<file path="config.mk">
export PLATFORM = sky130hd
export DESIGN_NAME = lc3_control_fsm
export DESIGN_NICKNAME = d
export VERILOG_FILES = /design/src/rtl/lc3_control_fsm_pkg.sv /design/src/rtl/lc3_control_fsm_mem_wait_counter.sv /design/src/rtl/lc3_control_fsm.sv
export SDC_FILE = /design/constraint.sdc
export NUM_CORES = 1
export LEC_CHECK = 0
export ABC_AREA = 1
export CAP_MARGIN = 30
export CORE_ASPECT_RATIO = 0.75
export CORE_MARGIN = 2
export CORE_UTILIZATION = 44
export DETAILED_ROUTE_END_ITERATION = 8
export PLACE_DENSITY = 0.84
export SLEW_MARGIN = 20
export SYNTH_ARGS = -nofsm -noshare
export SYNTH_HDL_FRONTEND = slang
export SYNTH_HIERARCHICAL = 1
export SYNTH_SLANG_ARGS = --single-unit
export TNS_END_PERCENT = 50
</file>
<file path="constraint.sdc">
create_clock -name Clk -period 3.4 [get_ports Clk]
set_input_delay 1.02 -clock Clk [delete_from_list [all_inputs] [get_ports Clk]]
set_output_delay 1.02 -clock Clk [all_outputs]
set_load 0.005 [all_outputs]
</file>
<file path="src/rtl/lc3_control_fsm_pkg.sv">
// lc3_control_fsm_pkg: state codes, opcodes, mux/ALU encodings and control word for lc3_control_fsm.
// Pause codes exist only when LC3_PAUSE_EN is defined.
package lc3_control_fsm_pkg;

    localparam logic [4:0] S_HALTED = 5'd0;
    localparam logic [4:0] S_18     = 5'd1;
    localparam logic [4:0] S_33     = 5'd2;
    localparam logic [4:0] S_35     = 5'd3;
    localparam logic [4:0] S_32     = 5'd4;
    localparam logic [4:0] S_01     = 5'd5;
    localparam logic [4:0] S_05     = 5'd6;
    localparam logic [4:0] S_09     = 5'd7;
    localparam logic [4:0] S_00     = 5'd8;
    localparam logic [4:0] S_22     = 5'd9;
    localparam logic [4:0] S_12     = 5'd10;
    localparam logic [4:0] S_04     = 5'd11;
    localparam logic [4:0] S_21     = 5'd12;
    localparam logic [4:0] S_06     = 5'd13;
    localparam logic [4:0] S_25     = 5'd14;
    localparam logic [4:0] S_27     = 5'd15;
    localparam logic [4:0] S_07     = 5'd16;
    localparam logic [4:0] S_23     = 5'd17;
    localparam logic [4:0] S_16     = 5'd18;
`ifdef LC3_PAUSE_EN
    localparam logic [4:0] S_PAUSE1 = 5'd19;
    localparam logic [4:0] S_PAUSE2 = 5'd20;
`endif

    localparam logic [3:0] OP_BR  = 4'b0000;
    localparam logic [3:0] OP_ADD = 4'b0001;
    localparam logic [3:0] OP_JSR = 4'b0100;
    localparam logic [3:0] OP_AND = 4'b0101;
    localparam logic [3:0] OP_LDR = 4'b0110;
    localparam logic [3:0] OP_STR = 4'b0111;
    localparam logic [3:0] OP_NOT = 4'b1001;
    localparam logic [3:0] OP_JMP = 4'b1100;
`ifdef LC3_PAUSE_EN
    localparam logic [3:0] OP_PAUSE = 4'b1101;
`endif

    typedef enum logic [1:0] {PC_INC = 2'b00, PC_BUS = 2'b01, PC_ADDR = 2'b10} pcmux_e;
    typedef enum logic [1:0] {A2_ZERO = 2'b00, A2_OFF6 = 2'b01, A2_OFF9 = 2'b10, A2_OFF11 = 2'b11} addr2mux_e;
    typedef enum logic [1:0] {ALU_ADD = 2'b00, ALU_AND = 2'b01, ALU_NOT = 2'b10, ALU_PASSA = 2'b11} aluk_e;

    typedef struct packed {
        logic ld_mar, ld_mdr, ld_ir, ld_ben, ld_cc, ld_reg, ld_pc, ld_led;
        logic gate_pc, gate_mdr, gate_alu, gate_marmux;
        logic [1:0] pcmux;
        logic drmux, sr1mux, sr2mux, addr1mux;
        logic [1:0] addr2mux;
        logic [1:0] aluk;
        logic mem_oe, mem_we;
    } ctrl_t;

    function automatic logic is_wait_state(input logic [4:0] s);
        return s == S_33 || s == S_25 || s == S_16;
    endfunction

endpackage

</file>
<file path="src/rtl/lc3_control_fsm_mem_wait_counter.sv">
// mem_wait_counter: fixed-latency memory wait counter; loads MEM_WAIT-1, counts down, done at zero.
module mem_wait_counter #(
    parameter int MEM_WAIT = 2
) (
    input  logic Clk,
    input  logic reset,
    input  logic load,
    input  logic dec,
    output logic done
);

    localparam int CW = MEM_WAIT > 1 ? $clog2(MEM_WAIT) : 1;

    logic [CW-1:0] cnt;

    always_ff @(posedge Clk)
        if (reset)
            cnt <= '0;
        else if (load)
            cnt <= CW'(MEM_WAIT - 1);
        else if (dec && cnt != '0)
            cnt <= cnt - CW'(1);

    assign done = cnt == '0;

endmodule

</file>
<file path="src/rtl/lc3_control_fsm.sv">
// lc3_control_fsm: Moore fetch/decode/execute sequencer driving all LC-3 datapath controls.
// Define LC3_PAUSE_EN to enable the 1101 pause instruction (PauseIR1/PauseIR2 handshake on Continue).
module lc3_control_fsm
    import lc3_control_fsm_pkg::*;
#(
    parameter int MEM_WAIT = 2
) (
    input  logic       Clk,
    input  logic       reset,
    input  logic       Run,
    input  logic       Continue,
    input  logic [3:0] Opcode,
    input  logic       IR_5,
    input  logic       IR_11,
    input  logic       BEN,
    output logic       LD_MAR,
    output logic       LD_MDR,
    output logic       LD_IR,
    output logic       LD_BEN,
    output logic       LD_CC,
    output logic       LD_REG,
    output logic       LD_PC,
    output logic       LD_LED,
    output logic       GatePC,
    output logic       GateMDR,
    output logic       GateALU,
    output logic       GateMARMUX,
    output logic [1:0] PCMUX,
    output logic       DRMUX,
    output logic       SR1MUX,
    output logic       SR2MUX,
    output logic       ADDR1MUX,
    output logic [1:0] ADDR2MUX,
    output logic [1:0] ALUK,
    output logic       Mem_OE,
    output logic       Mem_WE,
    output logic [4:0] state_out
);

    logic [4:0] state, state_next;
    logic       wait_done, wait_load, wait_dec;
    ctrl_t      c;

`ifndef LC3_PAUSE_EN
    logic unused_continue;
    assign unused_continue = Continue;
`endif

    // Counter reloads only on entry, so back-to-back wait states would each get a fresh count.
    assign wait_load = is_wait_state(state_next) && state_next != state;
    assign wait_dec  = is_wait_state(state);

    mem_wait_counter #(.MEM_WAIT(MEM_WAIT)) u_wait (
        .Clk   (Clk),
        .reset (reset),
        .load  (wait_load),
        .dec   (wait_dec),
        .done  (wait_done)
    );

    always_ff @(posedge Clk)
        if (reset)
            state <= S_HALTED;
        else
            state <= state_next;

    always_comb begin
        state_next = S_18;
        case (state)
            S_HALTED: state_next = Run ? S_18 : S_HALTED;
            S_18:     state_next = S_33;
            S_33:     state_next = wait_done ? S_35 : S_33;
            S_35:     state_next = S_32;
            S_32:
                case (Opcode)
                    OP_ADD:   state_next = S_01;
                    OP_AND:   state_next = S_05;
                    OP_NOT:   state_next = S_09;
                    OP_BR:    state_next = S_00;
                    OP_JMP:   state_next = S_12;
                    OP_JSR:   state_next = S_04;
                    OP_LDR:   state_next = S_06;
                    OP_STR:   state_next = S_07;
`ifdef LC3_PAUSE_EN
                    OP_PAUSE: state_next = S_PAUSE1;
`endif
                    default:  state_next = S_18;
                endcase
            S_00:     state_next = BEN ? S_22 : S_18;
            S_04:     state_next = S_21;
            S_06:     state_next = S_25;
            S_25:     state_next = wait_done ? S_27 : S_25;
            S_07:     state_next = S_23;
            S_23:     state_next = S_16;
            S_16:     state_next = wait_done ? S_18 : S_16;
`ifdef LC3_PAUSE_EN
            S_PAUSE1: state_next = Continue ? S_PAUSE2 : S_PAUSE1;
            S_PAUSE2: state_next = Continue ? S_PAUSE2 : S_18;
`endif
            default:  state_next = S_18;
        endcase
    end

    // IR_5/IR_11 are IR bits, so steering them straight into the mux selects keeps this Moore.
    always_comb begin
        c = '0;
        case (state)
            S_18: begin
                c.gate_pc = 1'b1;
                c.ld_mar  = 1'b1;
                c.pcmux   = PC_INC;
                c.ld_pc   = 1'b1;
            end
            S_33: begin
                c.mem_oe = 1'b1;
                c.ld_mdr = wait_done;
            end
            S_35: begin
                c.gate_mdr = 1'b1;
                c.ld_ir    = 1'b1;
            end
            S_32: c.ld_ben = 1'b1;
            S_01, S_05, S_09: begin
                c.sr1mux   = 1'b1;
                c.sr2mux   = state == S_09 ? 1'b0 : IR_5;
                c.aluk     = state == S_01 ? ALU_ADD : state == S_05 ? ALU_AND : ALU_NOT;
                c.gate_alu = 1'b1;
                c.drmux    = 1'b1;
                c.ld_reg   = 1'b1;
                c.ld_cc    = 1'b1;
            end
            S_22: begin
                c.addr1mux = 1'b0;
                c.addr2mux = A2_OFF9;
                c.pcmux    = PC_ADDR;
                c.ld_pc    = 1'b1;
            end
            S_12: begin
                c.sr1mux   = 1'b1;
                c.addr1mux = 1'b1;
                c.addr2mux = A2_ZERO;
                c.pcmux    = PC_ADDR;
                c.ld_pc    = 1'b1;
            end
            S_04: begin
                c.gate_pc = 1'b1;
                c.drmux   = 1'b0;
                c.ld_reg  = 1'b1;
            end
            S_21: begin
                c.addr1mux = ~IR_11;
                c.sr1mux   = ~IR_11;
                c.addr2mux = IR_11 ? A2_OFF11 : A2_ZERO;
                c.pcmux    = PC_ADDR;
                c.ld_pc    = 1'b1;
            end
            S_06, S_07: begin
                c.sr1mux      = 1'b1;
                c.addr1mux    = 1'b1;
                c.addr2mux    = A2_OFF6;
                c.gate_marmux = 1'b1;
                c.ld_mar      = 1'b1;
            end
            S_25: begin
                c.mem_oe = 1'b1;
                c.ld_mdr = wait_done;
            end
            S_27: begin
                c.gate_mdr = 1'b1;
                c.drmux    = 1'b1;
                c.ld_reg   = 1'b1;
                c.ld_cc    = 1'b1;
            end
            S_23: begin
                c.sr1mux   = 1'b0;
                c.aluk     = ALU_PASSA;
                c.gate_alu = 1'b1;
                c.ld_mdr   = 1'b1;
            end
            S_16: c.mem_we = 1'b1;
`ifdef LC3_PAUSE_EN
            S_PAUSE1: c.ld_led = 1'b1;
`endif
            default: c = '0;
        endcase
    end

    assign {LD_MAR, LD_MDR, LD_IR, LD_BEN, LD_CC, LD_REG, LD_PC, LD_LED,
            GatePC, GateMDR, GateALU, GateMARMUX, PCMUX, DRMUX, SR1MUX, SR2MUX,
            ADDR1MUX, ADDR2MUX, ALUK, Mem_OE, Mem_WE} = c;
    assign state_out = state;

endmodule

</file>
* After elaboration in Yosys (flattened, before gate mapping)
Memories as Yosys holds them, arrays and structs flattened. Cells that the tools add are included.
Cells by class: add/sub/neg operators 1, eq/ne operators 22, muxes and demuxes 30, bitwise gates (word level) 2, reduce and logical (&&, ||, !) cells 20
Operator list (count):
- 5-bit one-hot mux with 12 select lines | 1
- 5-bit by 4-bit == test with 1-bit output, second input constant | 9
- 5-bit by 3-bit == test with 1-bit output, second input constant | 4
- 5-bit == test, second input constant | 4
- 1-bit 2-to-1 mux | 19
- 5-bit by 2-bit == test with 1-bit output, second input constant | 3
- 3-bit one-hot mux with 4 select lines | 1
- 4-bit OR reduction | 3
- 3-bit OR reduction | 3
- 2-bit 2-to-1 mux | 4
- 2-bit OR reduction | 4
- 6-bit OR reduction | 1
- 5-bit by 1-bit == test with 1-bit output, second input constant | 1
- 5-bit zero test | 1
- 5-bit 2-to-1 mux | 1
- 5-bit != test | 1
- 5-bit OR reduction | 1
- 1-bit logical OR | 4
- 4-bit 2-to-1 mux | 1
- 1-bit one-hot mux with 2 select lines | 2
- 2-bit one-hot mux with 2 select lines | 1
- 1-bit logical AND | 2
- 1-bit NOT | 2
- 2-bit nonzero test | 1
- 1-bit subtractor, second input constant | 1
Storage, ports and cells: flip-flop bits (word level) 6, memory bits (read-only) 80, bits of input ports 11, output and inout bits 29, word-level logic and storage cells 78, memories 1
Memory list:
- (name not given) | depth 16, width 5, rd ports 1, clocked after memory_dff 0, wr ports 0, RTL line lc3_control_fsm.sv:75 | case (Opcode)

* Depth between registers and ports, before layout
depth in word-level cells 7, mapped depth 15, depth with buffers taken out 15

* By module
The synthesis kept the hierarchy.
Modules (own cells, without submodules):
- lc3_control_fsm | instances 1, cells an instance 165, area each 838.3 um^2, seq. area each 100.1 um^2
- mem_wait_counter | instances 1, cells an instance 6, area each 43.8 um^2, seq. area each 20.0 um^2

* Worst setup path after synthesis
No wires, ideal clock.
kind input port to flip-flop, start input port Opcode[1], end register u_wait.cnt, library setup time 114 ps, arrival time 2174 ps, path slack 1113 ps, stages 12, cells stage by stage inv_1 -> ha_1 -> or2_2 -> nand2_1 -> a21oi_1 -> nand2_1 -> a21boi_0 -> nand2_1 -> nor2_1 -> nor2_1 -> inv_1 -> a21oi_2
On the way: cells in the longest elaborated chain, start to end 7
RTL lines:
- start: declaration | RTL line lc3_control_fsm.sv:12 | input logic [3:0] Opcode,
- memory 16 x 5 bit *
- 5-bit one-hot mux with 12 select lines * | RTL line lc3_control_fsm.sv:69 | case (state)
- 5-bit by 2-bit == test with 1-bit output / 5-bit by 4-bit == test with 1-bit output (equally long branches) | RTL line lc3_control_fsm_pkg.sv:56 | return s == S_33 || s == S_25 || s == S_16;
- 1-bit logical OR (2 in a row) | RTL line lc3_control_fsm_pkg.sv:56
- 1-bit logical AND * | RTL line lc3_control_fsm.sv:50 | assign wait_load = is_wait_state(state_next) && state_next != state;
- net wait_load | RTL line lc3_control_fsm.sv:41 | logic wait_done, wait_load, wait_dec;
- 1-bit 2-to-1 mux / 2-bit nonzero test (equally long branches)
- end signal: assignment | RTL line lc3_control_fsm_mem_wait_counter.sv:20 | cnt <= CW'(MEM_WAIT - 1);
- end signal: assignment | RTL line lc3_control_fsm_mem_wait_counter.sv:22 | cnt <= cnt - CW'(1);
- end: declaration | RTL line lc3_control_fsm_mem_wait_counter.sv:14 | logic [CW-1:0] cnt;
Mark *: on every way through the listed nets, which the timed path passes. The rest lies on a longest branch. A chain may end at the register's enable or synchronous reset.

* Worst setup path in the final report
start input port IR_11, end output port ADDR2MUX[1]
On the way: cells in the longest elaborated chain, start to end 2
RTL lines:
- start: declaration | RTL line lc3_control_fsm.sv:14 | input logic IR_11,
- 2-bit 2-to-1 mux | RTL line lc3_control_fsm.sv:153 | c.addr2mux = IR_11 ? A2_OFF11 : A2_ZERO;
- 3-bit one-hot mux with 4 select lines | RTL line lc3_control_fsm.sv:107 | case (state)
- end: declaration | RTL line lc3_control_fsm.sv:33 | output logic [1:0] ADDR2MUX,
No other way between the ends.

==> flow_summary.toml <==
[run_status]
status = "completed"

[sta]
setup_viol = 0
hold_ws_ns = 0.466
rsz0062_at_grt = "false"
tns_ns = 0
hold_violations = 0
period_share_pct = 95.1
fin_ws_ns = 0.165
fmax_mhz = 309
skew_ns = 0.00121
period_minus_slack_ns = 3.23
report.final.slew_viol_count = 0

[cts]
hold_buffers = 0
clock-sinks = 6
cts_resized = 0
cts_root_buf = "clkbuf_4"
clk_latency_ns = 0.25
clkTransAtPathRegs_ns = 0.05
cts_tree = "built"
cts_buffers = 3
cts_htree_levels = 1
post_cts_buffers = 0
clock_path_buffers = 2

[setup_path]
crit_start = "IR_11"
r2r_slack_ns = 1.43
cp-end-kind = "output port"
crit_path_start_kind = "input port"
required_ns = 2.38
worstSetupPathType = "in -> out"
r2r_cells = 13
reg2reg_to = "u_wait/cnt"
r2r-start = "state_out[4]"
crit_path_end = "ADDR2MUX[1]"
arrival_ns = 2.21
cp_max_fo = 3

[logic_synthesis]
synth.avg_cell_area_um2 = 5.16
synthSimpleGateAreaFrac_pct = 51.8
synth_compound_area_share_pct = 13.5
synth_xor_area_share_pct = 0
syn_area_um2 = 882
synthCells = 171
yosys_warnings = 6
post_synth_num_cell_types = 23
netlist.area_leader.share_pct = 22.1
synth-adder-area-share_pct = 5.67
synth_top_family_by_area = "simple AND/OR/NAND/NOR gates"
ys_ff_latch = 6
synth.area.mux_share_pct = 0
synth.largest_area_cell = "nand2_1"
synth_area_leaders = "nand2_1, dfxtp_1, nor2_1"
synth_seq_area_share_pct = 13.6

[placed_design]
gp_congestion = 0.892
numPortBuffers = 36
dp_slack_ns = 0.163
dp_hpwl_um = 2210

[job]
cap_violations = 0

[routing]
drc = 0
viasPerCell = 5.15
vias = 1174
dr.pass1.iters = 4
wire_per_inst_um = 11.4
wl_um = 2590
drt_iter0_markers = 42
ant_nets = 0

[floorplanning]
start_util_pct = 48.9
num_rows = 13
die_area_mm2 = 0.00238
dieWidth_um = 55.7
num_io_pins = 40
die_h_um = 42.8
core_mm2 = 0.00181

[global_route]
gr-total-overflow = 0
antenna_found_initial = 0
grt_pass1_wl_um = 4270
grt_max_degree = 13
track_usage_pct = 21.9
grt_pass1_vias = 986

[power]
total_power_mw = 0.325
p_per_area_mw_per_mm2 = 258
vdd_ir_drop_max_mv = 0.250
p_leak_nw = 0.665

[cells_and_area]
drive_above_1_share_pct = 6.80
fillCellCount = 166
area_growth_pct = 43.0
register_area_um2 = 120
diodes = 0
multi_input_area_um2 = 633
nets = 223

[hold_path]
hold_path.class = "reg -> reg"
==> worst min-delay path by stage <==
stage | cells past startpoint | slack, ns | end | from
after floorplan | 2 | 0.44 | u_wait/cnt | u_wait/cnt
after global placement | 2 | 0.46 | u_wait/cnt | u_wait/cnt
after detailed placement | 2 | 0.46 | u_wait/cnt | u_wait/cnt
after CTS | 2 | 0.47 | u_wait/cnt | u_wait/cnt
after global routing | 2 | 0.48 | u_wait/cnt | u_wait/cnt
final | 2 | 0.47 | u_wait/cnt | u_wait/cnt
==> state kept, by name, summed over array words and instances (netlist names) <==
register,flops
state_out,5
u_wait/cnt,1
==> layout by cell type (no fill, tap or decap) <==
cell	instances
a21boi_0	1
a21oi_1	9
a21oi_2	2
a31oi_1	1
clkbuf_4	3
clkdlybuf4s50_1	36
conb_1	2
dfxtp_1	6
ha_1	4
inv_1	22
inv_2	4
nand2_1	52
nand2_2	1
nand3_1	17
nand4_1	3
nor2_1	27
nor2_2	2
nor2_4	1
nor3_1	4
o21ai_0	6
o21ai_1	1
o31ai_1	1
or2_2	1
==> cells by family (layout without fill, tap and decap cells) <==
logic type	count (synthesis)	in the layout
simple gates	108	108
buf+inv	31	65
compound gates	21	21
flops	6	6
fa+ha+maj	4	4
other cells	1	2
==> final cells by class <==
| class | instances | area share, % |
|---|---|---|
| flip-flops and latches | 6 | 9.52 |
| clock buffers | 3 | 1.79 |
| repair buffers | 36 | 28.6 |
| multi-input cells | 135 | 50.2 |
| well taps | 22 | 2.18 |
| inverters | 26 | 7.74 |
==> through the flow <==
| stage | util (%) | instance area (µm²) | instances |
|---|---|---|---|
| after floorplan | - | 886 | 172 |
| after global placement | 68.6 | 1240 | 225 |
| after detailed placement | 68.6 | 1240 | 225 |
| after CTS | 69.9 | 1260 | 228 |
| after global routing | 69.9 | 1260 | 228 |
| final | 69.9 | 1260 | 228 |
==> synth_stat cells (all sizes together) <==
master and n:
ha 4, a31oi 1, buf 5, nor2 30, a21boi 1, nor3 4, or2 1, nand4 3
o31ai 1, nand3 17, o21ai 7, conb 1, dfxtp 6, nand2 53, a21oi 11, inv 26
==> where the power goes <==
group          switching [mW]  internal, mW  leakage (nW)  total (mW)
combinational          0.0902        0.0761         0.602       0.166
sequential             0.0137        0.0780        0.0489      0.0917
clock                  0.0272        0.0400        0.0138      0.0672
total                   0.131         0.194         0.665       0.325
==> metal layers <==
metal / wire length, µm / GRT usage (%) / vias up
li1: - / - / 605
met1: 1150 / 29.9 / 506
met2: 1190 / 36.0 / 60
met3: 226 / 3.35 / 3
met4: 19 / 5.85 / 0
met5: 0 / 0 / -
==> critical path, cell delays in order <==
cell and delay [ns]:
clkdlybuf4s50_1 0.45, inv_1 0.05, o21ai_0 0.16, clkdlybuf4s50_1 0.53
(Power assumes the default switching activity.)
